## src/rtl/div_pkg.sv

```systemverilog
// Shared definitions for the divider result path: special constants, flag layout
// and the result classifier reused by the divider bench.
package div_pkg;

    localparam logic [31:0] QNAN    = 32'h7FC0_0000;
    localparam logic [7:0]  EXP_MAX = 8'hFF;

    localparam int FLG_NAN = 3;
    localparam int FLG_INF = 2;
    localparam int FLG_OVF = 1;
    localparam int FLG_UNF = 0;

    typedef struct packed {
        logic [31:0] result;
        logic [3:0]  flags;
    } div_res_t;

    // First matching rule wins; specials outrank exponent saturation.
    function automatic div_res_t div_classify(
        input logic [30:0] mag,
        input logic        sign,
        input logic        nan,
        input logic        num_inf,
        input logic        num_zero,
        input logic        den_inf,
        input logic        den_zero
    );
        div_res_t res;
        res.result = {sign, mag};
        res.flags  = 4'b0000;
        if (nan) begin
            res.result         = QNAN;
            res.flags[FLG_NAN] = 1'b1;
        end else if (num_inf || den_zero) begin
            res.result         = {sign, EXP_MAX, 23'h00_0000};
            res.flags[FLG_INF] = 1'b1;
        end else if (num_zero || den_inf) begin
            res.result = {sign, 31'h0000_0000};
        end else if (mag[30:23] == EXP_MAX) begin
            res.result         = {sign, EXP_MAX, 23'h00_0000};
            res.flags[FLG_INF] = 1'b1;
            res.flags[FLG_OVF] = 1'b1;
        end else if ((mag[30:23] == 8'h00) && (mag[22:0] != 23'h00_0000)) begin
            res.result         = {sign, 31'h0000_0000};
            res.flags[FLG_UNF] = 1'b1;
        end else begin
            res.result = {sign, mag};
        end
        return res;
    endfunction

endpackage

```

## src/rtl/div_res_fifo.sv

```systemverilog
// Synchronous FIFO with a registered head: rd_data/rd_valid are flops that already
// hold the next entry on the same edge that pushes into an empty FIFO or pops.
module div_res_fifo #(
    parameter int DEPTH = 4,
    parameter int WIDTH = 36
) (
    input  logic             clk,
    input  logic             rstb,
    input  logic             wr_en,
    input  logic [WIDTH-1:0] wr_data,
    output logic             full,
    input  logic             rd_en,
    output logic             rd_valid,
    output logic [WIDTH-1:0] rd_data
);

    localparam int             AW      = $clog2(DEPTH);
    localparam logic [AW:0]    CNT_MAX = (AW+1)'(DEPTH);
    localparam logic [AW:0]    CNT_ONE = (AW+1)'(1);
    localparam logic [AW:0]    CNT_0   = (AW+1)'(0);
    localparam logic [AW-1:0]  PTR_ONE = AW'(1);

    logic [WIDTH-1:0] mem_r [DEPTH];
    logic [AW-1:0]    wr_ptr_r;
    logic [AW-1:0]    rd_ptr_r;
    logic [AW:0]      count_r;
    logic [WIDTH-1:0] head_r;
    logic             valid_r;

    logic             push_s;
    logic             pop_s;
    logic [AW:0]      count_nxt_s;
    logic [AW-1:0]    rd_ptr_nxt_s;
    logic [WIDTH-1:0] head_nxt_s;

    assign full     = (count_r == CNT_MAX);
    assign push_s   = wr_en & ~full;
    assign pop_s    = rd_en & valid_r;
    assign rd_valid = valid_r;
    assign rd_data  = head_r;

    // Next occupancy, read pointer and head value.
    always_comb begin
        count_nxt_s  = count_r;
        rd_ptr_nxt_s = rd_ptr_r;
        head_nxt_s   = head_r;
        case ({push_s, pop_s})
            2'b10:   count_nxt_s = count_r + CNT_ONE;
            2'b01:   count_nxt_s = count_r - CNT_ONE;
            default: count_nxt_s = count_r;
        endcase
        if (pop_s) begin
            rd_ptr_nxt_s = rd_ptr_r + PTR_ONE;
        end else begin
            rd_ptr_nxt_s = rd_ptr_r;
        end
        // The incoming word becomes head when nothing older remains stored.
        if (count_nxt_s == CNT_0) begin
            head_nxt_s = head_r;
        end else if ((count_r == CNT_0) || (pop_s && (count_r == CNT_ONE))) begin
            head_nxt_s = wr_data;
        end else if (pop_s) begin
            head_nxt_s = mem_r[rd_ptr_nxt_s];
        end else begin
            head_nxt_s = head_r;
        end
    end

    // Storage array; contents are qualified by count, so no reset is needed.
    always_ff @(posedge clk) begin
        if (push_s) begin
            mem_r[wr_ptr_r] <= wr_data;
        end
    end

    // Pointers, occupancy and registered head.
    always_ff @(posedge clk or negedge rstb) begin
        if (!rstb) begin
            wr_ptr_r <= '0;
            rd_ptr_r <= '0;
            count_r  <= '0;
            head_r   <= '0;
            valid_r  <= 1'b0;
        end else begin
            if (push_s) begin
                wr_ptr_r <= wr_ptr_r + PTR_ONE;
            end
            rd_ptr_r <= rd_ptr_nxt_s;
            count_r  <= count_nxt_s;
            head_r   <= head_nxt_s;
            valid_r  <= (count_nxt_s != CNT_0);
        end
    end

endmodule

```

## src/rtl/div_result_pack.sv

```systemverilog
// Divider output stage: classifies each quotient into an IEEE-754 single result
// plus flags and queues it behind a valid/ready port; records dropped inputs.
module div_result_pack
    import div_pkg::*;
#(
    parameter int DEPTH = 4
) (
    input  logic        clk,
    input  logic        rstb,
    input  logic        in_valid,
    output logic        in_ready,
    input  logic [31:0] in_mag,
    input  logic        in_sign,
    input  logic        in_nan,
    input  logic        in_num_inf,
    input  logic        in_num_zero,
    input  logic        in_den_inf,
    input  logic        in_den_zero,
    output logic        out_valid,
    input  logic        out_ready,
    output logic [31:0] out_result,
    output logic [3:0]  out_flags,
    output logic        drop_err
);

    div_res_t class_s;
    div_res_t head_s;
    logic     full_s;
    logic     push_s;
    logic     drop_err_r;
    logic     unused_s;

    assign class_s  = div_classify(in_mag[30:0], in_sign, in_nan, in_num_inf,
                                   in_num_zero, in_den_inf, in_den_zero);
    assign in_ready = ~full_s;
    assign push_s   = in_valid & ~full_s;
    assign unused_s = in_mag[31];

    div_res_fifo #(
        .DEPTH (DEPTH),
        .WIDTH (36)
    ) u_fifo (
        .clk      (clk),
        .rstb     (rstb),
        .wr_en    (push_s),
        .wr_data  (class_s),
        .full     (full_s),
        .rd_en    (out_ready),
        .rd_valid (out_valid),
        .rd_data  (head_s)
    );

    assign out_result = head_s.result;
    assign out_flags  = head_s.flags;
    assign drop_err   = drop_err_r;

    // Sticky record of any input offered while the FIFO was full.
    always_ff @(posedge clk or negedge rstb) begin
        if (!rstb) begin
            drop_err_r <= 1'b0;
        end else if (in_valid && full_s) begin
            drop_err_r <= 1'b1;
        end
    end

endmodule

```

## config.mk

```make
export PLATFORM = sky130hd
export DESIGN_NAME = div_result_pack
export DESIGN_NICKNAME = d
export VERILOG_FILES = /design/src/rtl/div_pkg.sv /design/src/rtl/div_res_fifo.sv /design/src/rtl/div_result_pack.sv
export SDC_FILE = /design/constraint.sdc
export NUM_CORES = 1
export LEC_CHECK = 0
export ABC_AREA = 1
export CORE_ASPECT_RATIO = 0.9
export CORE_MARGIN = 5
export CORE_UTILIZATION = 55
export DETAILED_ROUTE_END_ITERATION = 10
export PLACE_DENSITY = 0.77
export SLEW_MARGIN = 20
export SYNTH_ARGS = -nofsm -noshare
export SYNTH_HDL_FRONTEND = slang
export SYNTH_SLANG_ARGS = --single-unit
```

## constraint.sdc

```tcl
create_clock -name clk -period 3.61 [get_ports clk]
set_input_delay 0.361 -clock clk [delete_from_list [all_inputs] [get_ports clk]]
set_output_delay 0.361 -clock clk [all_outputs]
set_load 0.01 [all_outputs]
```

# Word-level counts from Yosys, hierarchy flattened
# Memories as Yosys holds them, arrays and structs flattened.
# Index checks and enable logic that the tools add are counted.
[op_classes] add_sub_neg=4 n_eq_ne=5 n_mux=19 n_bitwise=5 n_reduce_logical=13
[op_table] op="31-bit 2-to-1 mux" count=4
[op_table] op="36-bit 2-to-1 mux" count=2
[op_table] op="32-bit 2-to-1 mux" count=1
[op_table] op="23-bit nonzero test" count=1
[op_table] op="8-bit equality test (second input constant)" count=1
[op_table] op="8-bit zero test" count=1
[op_table] op="3-bit zero test" count=2
[op_table] op="1-bit 2-to-1 mux" count=6
[op_table] op="2-bit 2-to-1 mux" count=3
[op_table] op="3-bit 2-to-1 mux" count=2
[op_table] op="3-bit case mux with 2 select lines" count=1
[op_table] op="2-bit by 1-bit adder with 2-bit output (second input constant)" count=2
[op_table] op="3-bit by 1-bit adder with 3-bit output (second input constant)" count=1
[op_table] op="1-bit bitwise AND" count=3
[op_table] op="3-bit by 1-bit equality test with 1-bit output (second input constant)" count=1
[op_table] op="3-bit equality test (second input constant)" count=1
[op_table] op="1-bit logical AND" count=3
[op_table] op="1-bit logical OR" count=3
[op_table] op="3-bit nonzero test" count=1
[op_table] op="3-bit by 1-bit subtractor with 3-bit output (second input constant)" count=1
[op_table] op="2-bit by 1-bit equality test with 1-bit output (second input constant)" count=1
[op_table] op="2-bit equality test (second input constant)" count=1
[op_table] op="1-bit inverter" count=2
[op_table] op="2-bit AND reduction" count=1
[op_table] op="2-bit nonzero test" count=1
[word_totals] regBits=45 ramBits=144 in_bits=42 out_inout_bits=39 word_cells=53 mem_count=1
[memory_table] memory="u_fifo.mem_r" depth=4 word_bits=36 rd=1 rd_clocked_by_memory_dff=0 wr=1 line_no="div_res_fifo.sv:23" source="logic [WIDTH-1:0] mem_r [DEPTH];"

# Longest topological paths before layout
[depth] word_depth=9 mapped_depth=17 ltp_nobuf=16

# Modules after synthesis
# From an unflattened synthesis, not the netlist that was laid out.
[hier_totals] hier_cells=939 hier_area_um2=9072.5
[by_module_without_submodules] mod="div_res_fifo" n_inst=1 cells_per_inst=813 area_per_inst_um2=8471.9 seq_area_each_um2=5425.2
[by_module_without_submodules] mod="div_result_pack" n_inst=1 cells_per_inst=126 area_per_inst_um2=600.6 seq_area_each_um2=25.0

# Least setup slack after synthesis
# No wires, ideal clock.
[synth_timing] kind="register to register" from="reg u_fifo.count_r[0]" to="mem u_fifo.mem_r[0][0], enable pin" setup_ns=0.429 arrival_ns=2.497 t_required_ns=3.181 slack_ns=0.683 stages_incl_launch_ff=6 path_buffers=0 synth_period_minus_slack_ns=2.927 path_cell_list="dfrtp_1 -> inv_1 -> ha_1 -> nand2_1 -> nand2_1 -> nor2_1"
[synth_between] elab_chain_len=6
[synth_lines] item="from (decl)" line_no="div_res_fifo.sv:26" source="logic [AW:0] count_r;"
[synth_lines] item="from (signal assigned)" line_no="div_res_fifo.sv:89" source="count_r <= count_nxt_s;"
[synth_lines] item="3-bit equality test (*)" line_no="div_res_fifo.sv:36" source="assign full = (count_r == CNT_MAX);"
[synth_lines] item="1-bit inverter (*)"
[synth_lines] item="named net in_ready" line_no="div_result_pack.sv:11" source="output logic in_ready,"
[synth_lines] item="1-bit bitwise AND" line_no="div_result_pack.sv:36" source="assign push_s = in_valid & ~full_s;"
[synth_lines] item="1-bit bitwise AND (*)" line_no="div_res_fifo.sv:37" source="assign push_s = wr_en & ~full;"
[synth_lines] item="1-bit 2-to-1 mux (*)" line_no="div_res_fifo.sv:71" source="if (push_s) begin"
[synth_lines] item="1-bit 2-to-1 mux (implied by the code) (*)" line_no="div_res_fifo.sv:72" source="mem_r[wr_ptr_r] <= wr_data;"
[synth_lines] item="to (decl)" line_no="div_res_fifo.sv:23"
# Mark *: on every way through the listed nets, which the timed path passes. The rest lies on a longest branch.

# Final worst setup path
[layout_timing] from="reg u_fifo.count_r[0]" to="reg u_fifo.head_r[14] (netlist: u_fifo.rd_data[14])"
[layout_between] elab_chain_len=9 word_cells_on_any_way=18 cone_classes="add/sub: 2; eq/ne: 4; mux: 2; bitwise: 4; reduce/logical: 6"
[layout_lines] item="3-bit equality test" line_no="div_res_fifo.sv:36"
[layout_lines] item="1-bit inverter" line_no="div_res_fifo.sv:37, div_result_pack.sv:36"
[layout_lines] item="1-bit bitwise AND" line_no="div_result_pack.sv:36"
[layout_lines] item="1-bit bitwise AND" line_no="div_res_fifo.sv:37"
[layout_lines] item="2-bit by 1-bit equality test with 1-bit output or 2-bit equality test (tied branches)" line_no="div_res_fifo.sv:47" source="case ({push_s, pop_s})"
[layout_lines] item="3-bit case mux with 2 select lines" line_no="div_res_fifo.sv:47"
[layout_lines] item="3-bit zero test" line_no="div_res_fifo.sv:58" source="if (count_nxt_s == CNT_0) begin"
[layout_lines] item="1-bit inverter (no source line)"
[layout_lines] item="2-bit AND reduction (no source line)"
[layout_lines] item="to (signal assigned)" line_no="div_res_fifo.sv:90" source="head_r <= head_nxt_s;"
[layout_lines] item="to (decl)" line_no="div_res_fifo.sv:27" source="logic [WIDTH-1:0] head_r;"
# Parallel ways exist; a longest one is shown, timed or not.
# A chain may end at the register's enable or synchronous reset.

==> key figures <==
Power and ir drop
  – Static Leakage: about 4.5 nW
  – PwrDens: just under 900 nW/µm²
  – Tot Pwr: about 9 mW
  – Maximum vdd drop: 0.7373 mV

Worst setup path
  – CP bufs+invs: 3
  – FF-to-FF setup slack: approximately 0.66 ns
  – Crit path launch type: flop
  – CP max-delay cell: ha_1
  – Kind of critical path: reg -> reg
  – Worst Path Max Fanout: 37
  – RR Endpoint: u_fifo.rd_data[14]$_DFFE_PN0P_
  – Worst Setup End Kind: flop
  – Delay-heaviest family, CP: simple AND/OR/NAND/NOR gates
  – Slowest stage delay, CP: 0.45 ns
  – Data required time of the critical path: 3.93 ns
  – Worst r2r path cells: 14
  – CP most frequent cell: nand2_1
  – Worst Path Arrival: about 3.3 ns
  – Worst R2R Start: u_fifo.count_r[0]$_DFF_PN0_
  – Critical Path, Cell by Cell: inv_1 -> ha_1 -> nand2_1 -> nand2_1 -> ha_1 -> inv_1 -> nand3_1 -> a21oi_1 -> nand2_1 -> nand2_2 -> buf_12 -> nor2_1 -> nand2_1 -> nand2_1

Routing
  – WL/cell: 16.32 µm
  – Final WL: approximately 20000 µm
  – TritonRoute pass-1 iters: 5
  – Starting DRT DRC Count: 493
  – Vias: around 6400
  – Post-DRT Antenna Nets: 0
  – DRC: 0
  – Routed vias/inst: ~5.3

Layout
  – Fin area: 10350 µm²
  – Post-layout nets: ~1100
  – P&R area growth vs syn: 18.64%
  – Finished Layout Cells: roughly 1200
  – # diodes: 0
  – Proportion of layout cells with a drive suffix above 1: under 10%
  – Final core occ: approximately 67%

Yosys
  – Yosys top cell area share: around half
  – Main synth FF type: edfxtp_1
  – Yosys reg bits: 189
  – Synth Instances: between 900 and 1000
  – Top cells by count, synth: nand2_1 (347), edfxtp_1 (144), nand3_1 (107), inv_1 (83), nor2_1 (78)
  – Mapped Area: between 8000 and 9000 µm²
  – Syn Area/Cell: 9.377 µm²
  – Yosys Warn Count: 0
  – Post-synth EDFFs: ~140
  – Netlist cell types: 30
  – Area leader, netlist: edfxtp_1
  – Area contributors post-synth: edfxtp_1 (50%), nand2_1 (15%), dfrtp_1 (13%), nand3_1 (6.1%), inv_1 (3.6%)
  – Mapped Nets: roughly 980
  – Most common cell in the synthesized netlist: nand2_1
  – Asr flop ratio synth: 23.81%
  – Register area share after synthesis: between 60% and 70%

Floorplanning
  – I/O Pins: 81
  – Die Wd: roughly 140 µm
  – Die Footprint: 18480 µm²
  – Core Region: ~15000 µm²
  – Die height: 129.5 µm
  – Initial core utilization: a little under three fifths
  – FP Rows: between 40 and 50

Global route
  – Vias in the first global route: between 6000 and 7000
  – First-pass GRT wire length: ~31000 µm
  – Total GRT Usage: between 20% and 30%
  – Largest net degree at the start of global routing: 73
  – Antenna violations before repair: 0
  – Total gr overflow: 0

Placed design
  – DP Area: ~9700 µm²
  – Placed insts: about 1200
  – GP Congestion: around 0.8
  – PortBufs: 79
  – HPWL after DPL: about 12000 µm

Clock tree
  – TritonCTS buffer count: 17
  – CTS Sinks: 189
  – Setup bufs post-CTS: 0
  – CTS Root Cell: clkbuf_16
  – CTS H-tree depth: 4
  – Clock insertion delay at the later pin of the skew report: ~0.44 ns
  – CTS tree: done
  – Clock tree buffer depth: 2
  – Worst-path clk slew: ~0.07 ns

Outcome
  – Status: completed

Timing
  – RSZ-0062 raised after global routing: false
  – Maximum clock rate: roughly 340 MHz
  – Fin crit period: 2.952 ns
  – Slew headroom: between 40% and 50%
  – Final hold vios: 0
  – Setup_tns: 0 ns
  – Slew Limit Fails: 0
  – Final period util: approximately four fifths
  – Final setup violation count: 0
  – Worst slew pin tran: slightly below 0.8 ns
  – Setup Skew: 0.005762 ns

Worst hold path
  – Hold WC Path Type: in -> async

Flow run
  – Max cap viols: 0
-- placed cells by master (no fill, tap or decap) --
cell and count:
nor2_4 5, clkdlybuf4s50_1 78, o211ai_1 1, dfrtp_1 45
nand2_4 2, bufinv_16 3, o31ai_1 1, xor2_1 1
buf_12 2, clkinv_2 1, nand4_1 2, ha_1 10
inv_8 3, a31oi_4 1, nand3_1 107, nand3_4 1
nor2_1 74, clkinvlp_4 1, inv_1 83, dlygate4sd3_1 1
nand2_1 346, nand2_2 4, or2_2 1, o21ai_0 3
clkinv_4 2, clkinv_8 1, o21ai_1 1, a21oi_1 14
clkbuf_16 17, edfxtp_1 144, nand3b_1 13, buf_4 15
inv_2 4, a21oi_2 1, nor3_1 14, inv_6 4
a211oi_1 6, a31o_2 1
-- worst register-to-register path: cells and delay by family, from the launching register on --
| family | cells | cell delay (ns) |
|---|---|---|
| fa+ha+maj | 2 | 0.68 |
| buf+inv | 3 | 0.44 |
| compound gates | 1 | 0.22 |
| flops | 1 | 0.42 |
| simple gates | 8 | 1.08 |
-- per-layer routing --
layer  share of wire, %  track usage, %  vias to the layer above
met5                  0               0                        -
met4                2.9           10.40                        0
met3                6.4           4.354                       47
met2                 49           37.57                      228
met1                 42           28.36                     2954
li1                   -               -                     3158
-- stage by stage --
stage                     hold WS [ns]  setup slack, ns
after floorplan                0.06541           0.6833
after global placement          0.4562           0.6195
after detailed placement        0.4638           0.5823
after CTS                       0.1538           0.6246
after global routing            0.4947           0.3218
final                           0.4747           0.6583
-- sequential cells by signal, indices dropped and copies added, names as in the netlist --
name             count
u_fifo.rd_data      36
u_fifo.rd_ptr_r      2
drop_err             1
u_fifo.wr_ptr_r      2
u_fifo.mem_r       144
u_fifo.count_r       3
u_fifo.rd_valid      1
-- final cells by class --
class	count	area [µm²]
Multi-Input combinational cell	609	2743
Inverter	87	326.6
Sequential cell	189	5450
Tap cell	202	252.7
Fill cell	1236	5149
Clock buffer	17	425.4
Clock inverter	15	205.2
Timing Repair Buffer	96	943.4
-- worst max path at each step --
stage | startpoint | to | slack, ns | cells after the start
after CTS | u_fifo.count_r[0]$_DFF_PN0_ | u_fifo.rd_data[14]$_DFFE_PN0P_ | 0.62 | 15
final | u_fifo.count_r[0]$_DFF_PN0_ | u_fifo.rd_data[14]$_DFFE_PN0P_ | 0.66 | 14
after floorplan | u_fifo.count_r[0]$_DFF_PN0_ | u_fifo.mem_r[0][0]$_DFFE_PP_ | 0.68 | 5
after detailed placement | in_valid | u_fifo.rd_data[14]$_DFFE_PN0P_ | 0.58 | 12
after global routing | u_fifo.count_r[0]$_DFF_PN0_ | u_fifo.rd_data[6]$_DFFE_PN0P_ | 0.32 | 15
after global placement | in_valid | u_fifo.rd_data[14]$_DFFE_PN0P_ | 0.62 | 12
-- cells by family (layout without fill, tap and decap cells) --
logic type / Yosys count / after routing / share of synthesized area, %
compound gates: 29 / 29 / 1.951
xor+xnor: 1 / 1 / 0.1004
fa+ha+maj: 10 / 10 / 1.435
buf+inv: 132 / 215 / 6.643
flops: 189 / 189 / 62.50
simple gates: 569 / 569 / 27.37
-- where the power goes --
part	internal [mW]	switching [mW]	total, mW
Clock	1.12	0.861	1.98
Sequential	2.99	0.214	3.20
Combinational	1.36	2.50	3.86
Total	5.47	3.57	9.04
-- repair_timing --
action | CTS | global route
gates resized for setup | 0 | 0
hold endpoints to repair | 0 | 24
hold buffers | 0 | 1
(Power assumes the default switching activity.)
